===== src/rtl/booth_product_accumulator.sv =====
// booth_product_accumulator: sums a programmed number of signed products in a
// guard-bit accumulator, applies a round-half-up arithmetic right shift,
// saturates to PW bits and offers the result on a valid/ready output.
module booth_product_accumulator #(
    parameter int PW = 32,
    parameter int GW = 8,
    parameter int CW = 8
) (
    input  logic          clk,
    input  logic          reset,
    input  logic          start,
    input  logic [CW-1:0] len,
    input  logic [4:0]    shift,
    input  logic          prod_valid,
    input  logic [PW-1:0] prod_in,
    output logic          prod_ready,
    output logic          acc_valid,
    input  logic          acc_ready,
    output logic [PW-1:0] acc_out,
    output logic          sat,
    output logic          busy
);

    localparam int AW = PW + GW;

    typedef enum logic [1:0] {
        IDLE  = 2'd0,
        ACC   = 2'd1,
        ROUND = 2'd2,
        HOLD  = 2'd3
    } state_t;

    state_t        r_state;
    state_t        w_next;

    logic [AW-1:0] r_acc;
    logic [CW-1:0] r_cnt;
    logic [4:0]    r_shift;
    logic [PW-1:0] r_acc_out;
    logic          r_sat;
    logic          r_acc_valid;

    logic          w_accept;
    logic [AW-1:0] w_prod_ext;
    logic [AW:0]   w_one;
    logic signed [AW:0] w_ext;
    logic signed [AW:0] w_bias;
    logic signed [AW:0] w_sum;
    logic signed [AW:0] w_r;
    logic [AW-PW+1:0]   w_hi;
    logic          w_ovf;

    assign prod_ready = (r_state == ACC);
    assign busy       = (r_state != IDLE);
    assign acc_valid  = r_acc_valid;
    assign acc_out    = r_acc_out;
    assign sat        = r_sat;

    assign w_accept   = prod_valid && prod_ready;
    assign w_prod_ext = {{GW{prod_in[PW-1]}}, prod_in};

    // Rounding is done one bit wider than the accumulator so the bias add
    // cannot wrap; the result fits PW bits only if its top bits are all sign.
    assign w_one  = {{AW{1'b0}}, 1'b1};
    assign w_ext  = {r_acc[AW-1], r_acc};
    assign w_bias = (r_shift != 5'd0) ? (w_one << (r_shift - 5'd1)) : '0;
    assign w_sum  = w_ext + w_bias;
    assign w_r    = w_sum >>> r_shift;
    assign w_hi   = w_r[AW:PW-1];
    assign w_ovf  = !((&w_hi) || !(|w_hi));

    // State register
    always_ff @(posedge clk or posedge reset) begin
        if (reset) begin
            r_state <= IDLE;
        end else begin
            r_state <= w_next;
        end
    end

    // Next-state decode
    always_comb begin
        w_next = r_state;
        case (r_state)
            IDLE: begin
                if (start) begin
                    w_next = (len != '0) ? ACC : ROUND;
                end
            end
            ACC: begin
                if (w_accept && (r_cnt == {{(CW-1){1'b0}}, 1'b1})) begin
                    w_next = ROUND;
                end
            end
            ROUND: begin
                w_next = HOLD;
            end
            HOLD: begin
                if (acc_ready) begin
                    w_next = IDLE;
                end
            end
            default: begin
                w_next = IDLE;
            end
        endcase
    end

    // Accumulator, run counter and registered result outputs
    always_ff @(posedge clk or posedge reset) begin
        if (reset) begin
            r_acc       <= '0;
            r_cnt       <= '0;
            r_shift     <= '0;
            r_acc_out   <= '0;
            r_sat       <= 1'b0;
            r_acc_valid <= 1'b0;
        end else begin
            case (r_state)
                IDLE: begin
                    if (start) begin
                        r_acc   <= '0;
                        r_cnt   <= len;
                        r_shift <= shift;
                    end
                end
                ACC: begin
                    if (w_accept) begin
                        r_acc <= r_acc + w_prod_ext;
                        r_cnt <= r_cnt - {{(CW-1){1'b0}}, 1'b1};
                    end
                end
                ROUND: begin
                    if (w_ovf) begin
                        r_acc_out <= w_r[AW] ? {1'b1, {(PW-1){1'b0}}}
                                             : {1'b0, {(PW-1){1'b1}}};
                    end else begin
                        r_acc_out <= w_r[PW-1:0];
                    end
                    r_sat       <= w_ovf;
                    r_acc_valid <= 1'b1;
                end
                HOLD: begin
                    if (acc_ready) begin
                        r_acc_valid <= 1'b0;
                        r_sat       <= 1'b0;
                    end
                end
                default: begin
                    r_acc_valid <= 1'b0;
                end
            endcase
        end
    end

endmodule

===== config.mk =====
export PLATFORM = sky130hd
export DESIGN_NAME = booth_product_accumulator
export DESIGN_NICKNAME = d
export VERILOG_FILES = /design/src/rtl/booth_product_accumulator.sv
export SDC_FILE = /design/constraint.sdc
export NUM_CORES = 1
export LEC_CHECK = 0
export ABC_AREA = 1
export CAP_MARGIN = 20
export CORE_ASPECT_RATIO = 1.25
export CORE_UTILIZATION = 55
export CTS_BUF_LIST = sky130_fd_sc_hd__clkbuf_16
export CTS_CLUSTER_SIZE = 12
export DETAILED_ROUTE_END_ITERATION = 10
export PLACE_DENSITY = 0.88
export SYNTH_ARGS = -nofsm -noshare
export SYNTH_HDL_FRONTEND = slang
export SYNTH_SLANG_ARGS = --single-unit
export TNS_END_PERCENT = 5

===== constraint.sdc =====
create_clock -name clk -period 4 [get_ports clk]
set_input_delay 0.4 -clock clk [delete_from_list [all_inputs] [get_ports clk]]
set_output_delay 0.4 -clock clk [all_outputs]
set_load 0.01 [all_outputs]

# Yosys cells after proc, flatten, opt, wreduce, memory -nomap -nowiden
# Index checks and enable logic that the tools add are counted.
# W data, S select, Z words.
# totals
regBits,89
out_inout_bits,36
# classes
add_sub_neg,4
n_eq_ne,8
n_shift,2
n_mux,17
n_reduce_logical,17
# ops
operator,count
$mux W40,2
$pmux W40 S2,1
$mux W32,2
$add A40 B41 Y41,1
$mux W41,1
$shl A1 B5 Y41 const A,1
$sshr A41 B5 Y41,1
$add A40 B40 Y40,1
$mux W8,2
$pmux W8 S2,1
$reduce_and A10 Y1,1
$reduce_or A10 Y1,1
$eq A8 B1 Y1 const B,1
$mux W2,4
$pmux W2 S4,1
$reduce_bool A8 Y1,1
$sub A8 B1 Y8 const B,1
$reduce_and A3 Y1,2
$reduce_bool A2 Y1,3
$reduce_bool A5 Y1,1
$sub A5 B1 Y5 const B,1
$eq A2 B2 Y1 const B,2
$ne A2 B1 Y1 const B,2
$ne A2 B2 Y1 const B,2
8 further kinds,12

# Longest topological paths before layout
# Gate-level depths: netlist (run 1).
# depth
ltp_word,10
depth_mapped,40

# Least setup slack after synthesis (run 1)
# No wires, ideal clock.
# synth_path
path_type,register to register
start,register r_shift[0]
end,"register r_acc_out[0], in the netlist acc_out[0]"
setup_ns,0.117
arrival_ns,4.257
setup_slack_ns,-0.374
path_stages_with_launch,39
path_buffers,4
cell_sequence,dfrtp_1 > buf_2 > clkbuf_1 > clkbuf_1 > nor2_1 > inv_1 > nor2_1 > nand2_1 > nand2_1 > nand2_1 > inv_1 > nand2_1 > inv_1 > ha_1 > inv_1 > fa_1 > inv_1 > nand3_1 > (+3 left out) > nand2_1 > nand2_1 > nand2_1 > nand3_1 > nand3_1 > nand2_1 > nand2_1 > nand3_1 > nand2_1 > nand2_1 > nand2_1 > nor2_1 > nand3_2 > nand4_2 > buf_4 > nand2_1 > nand2_1 > nand2_1
# synth_via
elab_chain_len,9
elab_cells_between_ends,12
# synth_rtl
element,line_no,rtl
from (decl),38,logic [4:0] r_shift;
from (signal assigned),124,r_shift <= shift;
$sub A5 B1 Y5,66,assign w_bias = (r_shift != 5'd0) ? (w_one << (r_shift - 5'd1)) : '0;
$shl A1 B5 Y41,66,
$mux W41,66,
$add A40 B41 Y41,67,assign w_sum = w_ext + w_bias;
$sshr A41 B5 Y41 *,68,assign w_r = w_sum >>> r_shift;
$reduce_or A10 Y1,70,assign w_ovf = !((&w_hi) || !(|w_hi));
$logic_not A1 Y1,70,
$logic_or A1 B1 Y1,70,
$mux W32 *,134,if (w_ovf) begin
to (signal assigned),135,"r_acc_out <= w_r[AW] ? {1'b1, {(PW-1){1'b0}}}"
to (signal assigned),138,r_acc_out <= w_r[PW-1:0];
to (decl),39,logic [PW-1:0] r_acc_out;
# Every way passes the cells marked *; elsewhere a longest branch is shown, timed or not.
# A chain may end at the register's enable or synchronous reset.

# Worst setup path after layout (run 1)
# layout_path
start,register r_shift[0]
end,"register r_acc_out[21], in the netlist acc_out[21]"
# Same word-level chain as after synthesis.

==> metrics.md, run 1 <==
| Metric | Value |
|---|---|
| Outcome | `complete, but fails checks` |
| Failing checks | `negative setup slack` |
| Clock slew at reported path FFs | `about 70 ps` |
| Sink Count | `89` |
| Layout cells sized above 1 | `between 20 and 25%` |
| Synthesized area per cell | `5.77 sq um` |
| CTS tree | `built` |
| Initial core utilization | `around 57%` |
| Chip width | `129 microns` |
| Final Util | `just under 80%` |
| Placed insts | `between 2000 and 2500` |
| Via-to-Cell Ratio | `~6` |
| Worst path slowest cell | `dfrtp_2` |
| Routed WL | `41600 microns` |
| Largest net degree at the start of global routing | `between 50 and 60` |
| Die area | `~21000 sq um` |
| P&R area growth vs syn | `36.2%` |
| Adder-Cell Fraction of Synth Area | `a little under a tenth` |
| DR iter-0 viols | `around 1500` |
| Clock Tree Buf Depth | `2` |
| Worst path most repeated cell | `buf_4` |
| CORE AREA | `roughly 20000 sq um` |
| Stages on the worst setup path | `33` |
| Synthesized instance count | `about 1900` |
| Critical path class | `flip-flop to flip-flop` |
| Slowest stage delay, CP | `approximately 460 ps` |
| Die Ht | `161 microns` |
| Post-synth EDFFs | `0` |
| CP Capture Type | `flip-flop` |
| Fin nets | `around 2300` |
| Drc violations | `0` |
| Hold Path Class | `input port to asynchronous set/reset pin` |
| Layout Skew | `17.0 ps` |
| Avg WL per Cell | `approximately 17 microns` |
| Multiplexer area fraction after synthesis | `less than 1%` |
| Final hold vios | `0` |
| CP required | `roughly 4300 ps` |
| Synth warn | `0` |
| Total CTS buffers | `9` |
| PwrDens | `~810 nW/um^2` |
| Dpl ws | `-495 ps` |
| Initial antenna violation count | `2` |
| DR vias | `between 10000 and 15000` |
| Peak Freq | `~240 MHz` |
| Post-route ant nets | `0` |
| Compound-cell area share of the yosys netlist | `between 10 and 15%` |
| Leak Pwr | `slightly below 0.008 uW` |
| Number of max-cap violations | `0` |
| Post-route setup slack | `-156 ps` |
| Worst reg2reg path depth | `33` |
| Fin cells | `between 2000 and 2500` |
| Main synth FF type | `dfrtp_1` |
| Kind of start point of the critical path | `flip-flop` |
| H-tree depth | `3` |
| GRT Overall Usage | `39.6%` |
| Seq/Total Area, Yosys | `~20%` |
| Hold Buf Count CTS | `0` |
| Syn Nets | `2058` |
| Synth Area in XOR/XNOR | `between 2 and 3%` |
| Num ports | `86` |
| Crit path DAT | `between 4000 and 5000 ps` |
| Synth Area in Simple Gates | `a little over two fifths` |
| Cell Area, Synth | `around 11000 sq um` |
| Slew HR | `a little under two fifths` |
| Synth unique cells | `53` |
| Setup repair after global routing missed its margin | `true` |
| Worst-path fanout max | `5` |
| RePlAce Congestion | `just over 1` |
| # rows | `57` |
| Dpl hpwl | `just over 30000 microns` |
| Max Slew Vio Count | `0` |
| CP bufs+invs | `10` |
| Measured slew at the worst slew-check pin | `~940 ps` |
| Clk_lat worst skew | `around 370 ps` |
| Root buf cell | `clkbuf_16` |
| Number of global-route vias before repair | `roughly 13000` |
| GRT overflow | `0` |
| Fraction of registers with async set/reset | `100%` |
| DR pass1 iterations | `8` |
| Buffers on Ports | `85` |
| Max VDD drop | `0.389 mV` |
| #FFs+latches synth | `just under 90` |
| Period minus WS final | `approximately 4200 ps` |
| Largest family of logic cells by synthesized area | `simple AND/OR/NAND/NOR gates` |
| Final Setup Violations | `32` |
| First-pass GRT wire length | `approximately 65000 microns` |
| Critical path's top delay family | `simple AND/OR/NAND/NOR gates` |
| Period utilisation layout | `104%` |
==> logic make-up (layout without fill, tap and decap cells) <==
family	after synthesis	count (layout)
muxes	3	3
adders and majority gates	80	80
other	1	4
DFF	89	89
and+or+nand+nor	1159	1159
xor gates and xnor gates	33	33
buffers and inverters	270	512
AOI/OAI and AO/OA	293	293
==> report_power, final <==
| group | switching, uW | internal [uW] |
|---|---|---|
| Sequential | 440 | 1320 |
| Clock | 402 | 490 |
| Combinational | 5830 | 3820 |
| Total | 6670 | 5630 |
==> sequential cells by signal, indices dropped and copies added, names as in the netlist <==
register,count
r_acc,40
acc_out,32
r_cnt,8
r_shift,5
r_state,2
acc_valid,1
sat,1
==> stage by stage <==
| stage | total power, uW | TNS (ps) | area, sq um | hold WS (ps) |
|---|---|---|---|---|
| 6_report | 12300 | -3720 | 15200 | 417 |
| 5_1_grt | 13200 | -9070 | 15200 | 501 |
| 4_1_cts | 11400 | -427 | 14300 | 441 |
| 3_5_place_dp | 9920 | -15120 | 13400 | 464 |
| 3_3_place_gp | 9740 | -12750 | 13400 | 461 |
| 2_1_floorplan | 6990 | 0 | 11200 | 469 |
==> worst paths after layout <==
path	startpoint	to	slack, ps
min	reset	acc_out[1]	420
min in group clk	acc_out[14]	acc_out[14]	480
max in group asynchronous	reset	r_acc[13]	2710
min reg2reg	acc_out[14]	acc_out[14]	480
max	r_shift[0]	acc_out[21]	-160
max reg2reg	r_shift[0]	acc_out[21]	-160
==> cells in the final DEF (no fill, tap or decap), drive strengths merged, types with 78 or more instances in the layout <==
cell and instances:
nand2 715, nand3 238, buf 210, inv 197, nor2 163, o21ai 129
a21oi 102, dfrtp 89, clkdlybuf4s50 85, ha 78
==> final cells by class <==
| class | count | area, sq um |
|---|---|---|
| multi-input cells | 1569 | 8980 |
| fillers | 1536 | 4460 |
| repair buffers | 295 | 2540 |
| flip-flops and latches | 89 | 2230 |
| inverters | 201 | 759 |
| well taps | 265 | 332 |
| clock buffers | 9 | 225 |
| clock inverters | 7 | 76.3 |
| diodes | 3 | 7.51 |
==> repair_timing <==
item | in CTS | in global routing
gates cloned | 2 | 0
pin swaps | 41 | 79
resized for setup | 120 | 188
setup buffers | 24 | 18
endpoints found under the setup margin | 32 | 32
==> synthesized netlist by cell type (4+ instances only) <==
cell      count  share of area, %
o21ai_1       9              0.40
nor2_1      154               5.2
nor3_1       13              0.58
buf_1        21              0.71
o31ai_1       6              0.40
a31oi_1       9              0.51
inv_1       187               6.3
inv_2         9              0.30
nor4_1        5              0.28
or2_2        15              0.84
a21oi_1     101               4.5
nand4_1       5              0.28
nand3_2      12               1.1
nand2_2       5              0.28
xnor2_1      13               1.0
buf_2         8              0.36
a21o_1        4              0.27
clkbuf_1     34               1.1
nand2_1     710                24
clkinv_1      5              0.17
o211ai_1     20               1.3
ha_1         78               8.8
dfrtp_1      89                20
nor2_2        9              0.51
o21bai_1      4              0.27
o21ai_0     120               5.4
xor2_1       20               1.6
nand3_1     224                10
==> layer usage <==
layer | track usage [%] | wire, microns | part of all wire, %
met5 | 0 | 0 | 0
met4 | 26.3 | 2820 | 6.8
met3 | 6.89 | 2900 | 7.0
met2 | 66.5 | 20100 | 48
met1 | 45.9 | 15800 | 38
(Power assumes the default switching activity.)
==> run 2, diff against run 1 <==
--- a/config.mk
+++ b/config.mk
@@ -7,12 +7,11 @@
 export LEC_CHECK = 0
 export ABC_AREA = 1
 export CAP_MARGIN = 20
-export CORE_ASPECT_RATIO = 1.25
-export CORE_UTILIZATION = 55
+export CORE_UTILIZATION = 42
 export CTS_BUF_LIST = sky130_fd_sc_hd__clkbuf_16
 export CTS_CLUSTER_SIZE = 12
 export DETAILED_ROUTE_END_ITERATION = 10
-export PLACE_DENSITY = 0.88
+export PLACE_DENSITY = 0.72
 export SYNTH_ARGS = -nofsm -noshare
 export SYNTH_HDL_FRONTEND = slang
 export SYNTH_SLANG_ARGS = --single-unit
==> run 2 against run 1 <==
Design area rose by 2.7%. Utilization fell by 17 points. Largest power group unchanged. Die area rose by 30%. First-iteration DRC count fell by 48%. The run still ends with negative setup slack left. Power fell by 0.39%.
==> metrics.md, run 2 (same netlist as run 1, synthesis figures left out) <==
| Metric | Value |
|---|---|
| Final hold vios | `0 (unchanged)` |
| Num ports | `86 (unchanged)` |
| Cell internal pwr | `5820 uW (+3.4%)` |
| ANT cells | `0 (-3)` |
| Crit path DAT | `4450 ps (about the same)` |
| Initial antenna violation count | `0 (-2)` |
| Worst reg2reg path depth | `34 (+3.0%)` |
| Commonest non-fill, non-tap cells in the layout | `nand2_1, buf_4, inv_1` |
| DR vias | `13600 (-5.0%)` |
| Tot Pwr | `12300 uW (-0.39%)` |
| NetSw | `6430 uW (-3.6%)` |
| Initial core utilization | `42.8% (-14 points)` |
| Reg power frac | `14.4% (about the same)` |
| Number of max-cap violations | `0 (unchanged)` |
| Layout Skew | `7.56 ps (-9.40 ps)` |
| CP required | `4290 ps (about the same)` |
| CTS tree | `built` |
| PwrDens | `787 nW/um^2 (-3.0%)` |
| Outcome | `complete, but fails checks` |
| Failing checks | `negative setup slack` |
| GRT Overall Usage | `28.4% (-11 points)` |
| Period utilisation layout | `104% (about the same)` |
| DR pass1 iterations | `5 (-3)` |
| CP Capture Type | `flip-flop` |
| Total CTS buffers | `9 (unchanged)` |
| Post-route setup slack | `-155 ps (+0.384 ps)` |
| GRT overflow | `0 (unchanged)` |
| Avg WL per Cell | `15.7 microns (-7.9%)` |
| Most common cell after layout, fill and taps aside | `nand2_1` |
| Layout cells sized above 1 | `25.1% (+0.63 points)` |
| Critical path class | `flip-flop to flip-flop` |
| Setup repair after global routing missed its margin | `true` |
| Slowest stage delay, CP | `440 ps (-20 ps)` |
| Via-to-Cell Ratio | `5.39 (-8.0%)` |
| Die Ht | `165 microns (+2.3%)` |
| P&R area growth vs syn | `39.9%` |
| Clock slew at reported path FFs | `70 ps (about the same)` |
| Dpl hpwl | `30200 microns (-2.2%)` |
| Period minus WS final | `4160 ps (-0.384 ps)` |
| Max Slew Vio Count | `0 (unchanged)` |
| Clock Tree Buf Depth | `2 (unchanged)` |
| First-pass GRT wire length | `60900 microns (-6.2%)` |
| Top reg by flops | `r_acc` |
| Worst-path fanout max | `6 (+1)` |
| Drc violations | `0 (unchanged)` |
| Max VDD drop | `0.437 mV (+13%)` |
| Peak Freq | `241 MHz (about the same)` |
| Gate power share | `77.5% (-1.0 points)` |
| Number of global-route vias before repair | `12300 (-7.2%)` |
| Measured slew at the worst slew-check pin | `874 ps (-63.4 ps)` |
| Leak Pwr | `0.00802 uW (+1.1%)` |
| CORE AREA | `26000 sq um (+32%)` |
| Die area | `27100 sq um (+30%)` |
| Clock power share | `8.1% (+0.8 points)` |
| Sink Count | `89 (unchanged)` |
| Largest register FFs | `40 (unchanged)` |
| Post-route ant nets | `0 (unchanged)` |
| RePlAce Congestion | `0.973 (-5.5%)` |
| Worst path slowest cell | `dfrtp_2` |
| Kind of start point of the critical path | `flip-flop` |
| Fin nets | `2310 (+0.65%)` |
| Fillers | `2510 (+63%)` |
| # rows | `59 (+3.5%)` |
| Chip width | `165 microns (+28%)` |
| Clk_lat worst skew | `350 ps (-20 ps)` |
| Switching part of the total | `52.5% (-1.8 points)` |
| Final Setup Violations | `31 (-3.1%)` |
| Hold Buf Count CTS | `0 (unchanged)` |
| Buffers on Ports | `85 (unchanged)` |
| Worst path most repeated cell | `nand2_2` |
| DR iter-0 viols | `778 (-48%)` |
| H-tree depth | `3 (unchanged)` |
| Largest net degree at the start of global routing | `81 (+59%)` |
| Hold Path Class | `input port to asynchronous set/reset pin` |
| Routed WL | `39600 microns (-4.8%)` |
| Root buf cell | `clkbuf_16` |
| Total negative setup slack | `-2640 ps (+1080 ps)` |
| Slew HR | `41.4% (+4.3 points)` |
[run 2: area by class of cell]
type	instances	area (sq um)	area share, %
tap	335	419	2.69
clock inverter	5	106	0.683
inverter	201	763	4.90
multi-input combinational	1569	9110	58.6
timing repair buffer	310	2710	17.4
sequential	89	2230	14.3
clock buffer	9	225	1.45
[run 2: path summary, 6_finish.rpt]
check                             from           to  slack, ps
max                         r_shift[0]  acc_out[28]       -160
min                              reset    r_acc[29]        270
max reg2reg                 r_shift[0]  acc_out[28]       -160
min reg2reg                acc_out[16]  acc_out[16]        480
max in group asynchronous        reset   r_shift[0]       2990
min in group clk           acc_out[16]  acc_out[16]        480
[run 2: repair_timing]
| item | CTS | global route |
|---|---|---|
| buffers inserted | 27 | 19 |
| resized for setup | 76 | 249 |
| pin swaps | 30 | 104 |
| endpoints found under the setup margin | 32 | 32 |
| cloned | 3 | 2 |
[run 2: worst max-delay path: cells and delay by family, from the launching register on]
family                   cells  cell delay [ps]
buffers and inverters        6              520
AND/OR/NAND/NOR             26             2650
adder cells (fa/ha/maj)      2              480
flip-flops                   1              440
[run 2: per-stage QoR]
step	cells	setup WS (ps)	util, %	hold slack [ps]	instance area (sq um)
finish	2518	-155	59.9	270	15600
global route	2518	-417	59.9	292	15600
CTS	2498	-189	55.3	277	14400
detailed placement	2454	-350	52.0	468	13500
global placement	2454	-313	52.0	464	13500
floorplan	1928	2.10	-	469	11200
[run 2: power by group through the flow]
stage	clock (uW)	combinational, uW	sequential (uW)
final	990	9500	1770
after global routing	1030	10500	1810
after CTS	1000	8650	1720
after detailed placement	0	8150	1730
after global placement	0	8110	1720
after floorplan	0	5330	1660
[run 2: layer usage]
layer  wire (microns)  track usage (%)  part of all wire, %
met5                0                0                    0
met4             1630             11.4                  4.1
met1            17300             37.3                   44
met3             1890             2.86                  4.8
met2            18700             47.6                   47
==> run 3, diff against run 2 <==
--- a/config.mk
+++ b/config.mk
@@ -7,9 +7,9 @@
 export LEC_CHECK = 0
 export ABC_AREA = 1
 export CAP_MARGIN = 20
+export CORE_ASPECT_RATIO = 0.7
 export CORE_UTILIZATION = 42
 export CTS_BUF_LIST = sky130_fd_sc_hd__clkbuf_16
-export CTS_CLUSTER_SIZE = 12
 export DETAILED_ROUTE_END_ITERATION = 10
 export PLACE_DENSITY = 0.72
 export SYNTH_ARGS = -nofsm -noshare
==> run 3 against run 2 <==
The flow still finishes with violations (negative setup slack). Worst hold slack better by 120 ps. Largest power group unchanged. Register-to-register slack about the same. Non-clock buffer count down 12. Final cell count up 0.68%. Maximum frequency about the same. Critical path type unchanged. Sequential share of layout area up 0.28 points. Clock skew up 3.2 ps.
==> metrics.md, run 3 (same netlist as run 1, synthesis figures left out) <==
| Metric | Value |
|---|---|
| Commonest non-fill, non-tap cells in the layout | `nand2_1, buf_4, inv_1` |
| GRT Overall Usage | `30.9% (+2.5 points)` |
| Initial core utilization | `43.0% (+0.19 points)` |
| Met3 Use GR | `4.98% (+2.1 points)` |
| Most common cell after layout, fill and taps aside | `nand2_1` |
| Worst R2R Setup Slack | `-160 ps (about the same)` |
| Period minus WS final | `4160 ps (+3.25 ps)` |
| Kind of start point of the critical path | `flip-flop` |
| Final hold vios | `0 (unchanged)` |
| Chip width | `197 microns (+19%)` |
| Clk_lat worst skew | `360 ps (about the same)` |
| Slowest stage delay, CP | `440 ps (about the same)` |
| CORE AREA | `25900 sq um (-0.43%)` |
| Seq. cell area | `2230 sq um (about the same)` |
| Root buf cell | `clkbuf_16` |
| Max VDD drop | `0.469 mV (+7.3%)` |
| Dpl hpwl | `32200 microns (+6.7%)` |
| Final hold slack | `388 ps (+119 ps)` |
| Die Ht | `138 microns (-16%)` |
| Number of global-route vias before repair | `12500 (+1.5%)` |
| Initial antenna violation count | `0 (unchanged)` |
| Number of max-cap violations | `0 (unchanged)` |
| P&R area growth vs syn | `37.1%` |
| Die area | `27200 sq um (about the same)` |
| Met2 usage in global routing | `44.4% (-3.2 points)` |
| Avg WL per Cell | `16.7 microns (+6.4%)` |
| ANT cells | `0 (unchanged)` |
| Fin nets | `2304 (-0.26%)` |
| Max Slew Vio Count | `0 (unchanged)` |
| Worst reg2reg path depth | `33 (-2.9%)` |
| DR iter-0 viols | `1605 (+110%)` |
| Clock Tree Buf Depth | `2 (unchanged)` |
| Sink Count | `89 (unchanged)` |
| Layout cells sized above 1 | `23.4% (-1.7 points)` |
| Final Setup Violations | `32 (+3.2%)` |
| Clock slew at reported path FFs | `70 ps (about the same)` |
| Worst path slowest cell | `dfrtp_2` |
| GRT overflow | `0 (unchanged)` |
| CP Capture Type | `flip-flop` |
| FF-to-FF End | `acc_out[19]` |
| Final Util | `59.0% (-0.94 points)` |
| Worst-path fanout max | `3 (-3)` |
| Layout Skew | `10.8 ps (+3.20 ps)` |
| Crit path DAT | `4460 ps (about the same)` |
| DR pass1 iterations | `6 (+1)` |
| Peak Freq | `240 MHz (about the same)` |
| GR Util met1 | `48.4% (+11 points)` |
| Fillers | `2555 (+1.8%)` |
| Outcome | `complete, but fails checks` |
| RR Startpoint | `r_shift[1]` |
| H-tree depth | `3 (unchanged)` |
| DR vias | `13900 (+2.4%)` |
| Global route hottest layer | `met1` |
| Multi-input gate area | `9050 sq um (-0.73%)` |
| PwrDens | `801 nW/um^2 (+1.7%)` |
| Via-to-Cell Ratio | `5.48 (+1.7%)` |
| Slew HR | `54.0% (+13 points)` |
| Hold Path Class | `input port to asynchronous set/reset pin` |
| Fin cells | `2535 (+0.68%)` |
| Total CTS buffers | `9 (unchanged)` |
| Period utilisation layout | `104% (about the same)` |
| Hold Buf Count CTS | `0 (unchanged)` |
| Routed WL | `42400 microns (+7.1%)` |
| Leak Pwr | `0.00791 uW (-1.4%)` |
| Post-route ant nets | `0 (unchanged)` |
| Largest net degree at the start of global routing | `51 (-37%)` |
| Critical path class | `flip-flop to flip-flop` |
| Post-route setup slack | `-159 ps (-3.25 ps)` |
| Drc violations | `0 (unchanged)` |
| Critical path origin | `r_shift[1]` |
| First-pass GRT wire length | `67200 microns (+10%)` |
| Placed insts | `2476 (+0.90%)` |
| Setup repair after global routing missed its margin | `true` |
| Buffers on Ports | `85 (unchanged)` |
| CTS tree | `built` |
| Top reg by flops | `r_acc` |
| CP required | `4300 ps (about the same)` |
| Measured slew at the worst slew-check pin | `690 ps (-185 ps)` |
| RePlAce Congestion | `0.997 (+2.4%)` |
| Critical path destination | `acc_out[19]` |
| # rows | `49 (-17%)` |
| Failing checks | `negative setup slack` |
| Largest register FFs | `40 (unchanged)` |
| Num ports | `86 (unchanged)` |
## run 3: repair_timing
| action | 4_1_cts | 5_1_grt |
|---|---|---|
| buffers inserted | 26 | 11 |
| gates resized for setup | 133 | 156 |
| cloned | 6 | 0 |
| pin swaps | 47 | 58 |
| endpoints found under the setup margin | 32 | 32 |
## run 3: layer usage
layer | routed length (microns) | up-vias
met3 | 3660 | 46
met2 | 17500 | 595
li1 | - | 6781
met5 | 0 | -
met4 | 553 | 0
met1 | 20600 | 6470
## run 3: stage by stage
step / total power (uW) / setup TNS, ps / instance area, sq um / setup WS (ps)
2_1_floorplan: 6990 / 0 / 11200 / 2.10
3_3_place_gp: 9870 / -17010 / 13500 / -555
3_5_place_dp: 9930 / -15600 / 13500 / -512
4_1_cts: 11400 / -593 / 14600 / -43.4
5_1_grt: 13200 / -10260 / 15300 / -350
6_report: 12200 / -3410 / 15300 / -159
## run 3: power breakdown
| part | internal [uW] | switching [uW] | total, uW | leakage [uW] |
|---|---|---|---|---|
| clock network | 417 | 401 | 818 | 0.000136 |
| logic | 3750 | 5890 | 9640 | 0.00666 |
| registers | 1320 | 437 | 1750 | 0.00111 |
| total | 5480 | 6730 | 12200 | 0.00791 |
## run 3: area by class of cell
type | count | area share [%]
clock inverter | 6 | 0.238
clock buffer | 9 | 1.48
sequential | 89 | 14.6
tap | 357 | 2.93
timing repair buffer | 298 | 16.4
multi-input combinational | 1575 | 59.3
inverter | 201 | 5.00
## run 3: worst min path at each step
| stage | start | endpoint | slack (ps) |
|---|---|---|---|
| final | reset | acc_out[20] | 390 |
| after global routing | reset | acc_out[8] | 440 |
| after CTS | reset | acc_out[20] | 400 |
| after detailed placement | acc_out[21] | acc_out[21] | 460 |
| after global placement | acc_out[29] | acc_out[29] | 460 |
| after floorplan | r_cnt[5] | r_cnt[5] | 470 |
## run 3: worst max-delay path: cells and delay by family, from the launching register on
kind	cells	cell delay, ps
DFF	1	440
adders and majority gates	2	480
buffers and inverters	10	1040
and+or+nand+nor	20	2000
AOI/OAI and AO/OA	1	130
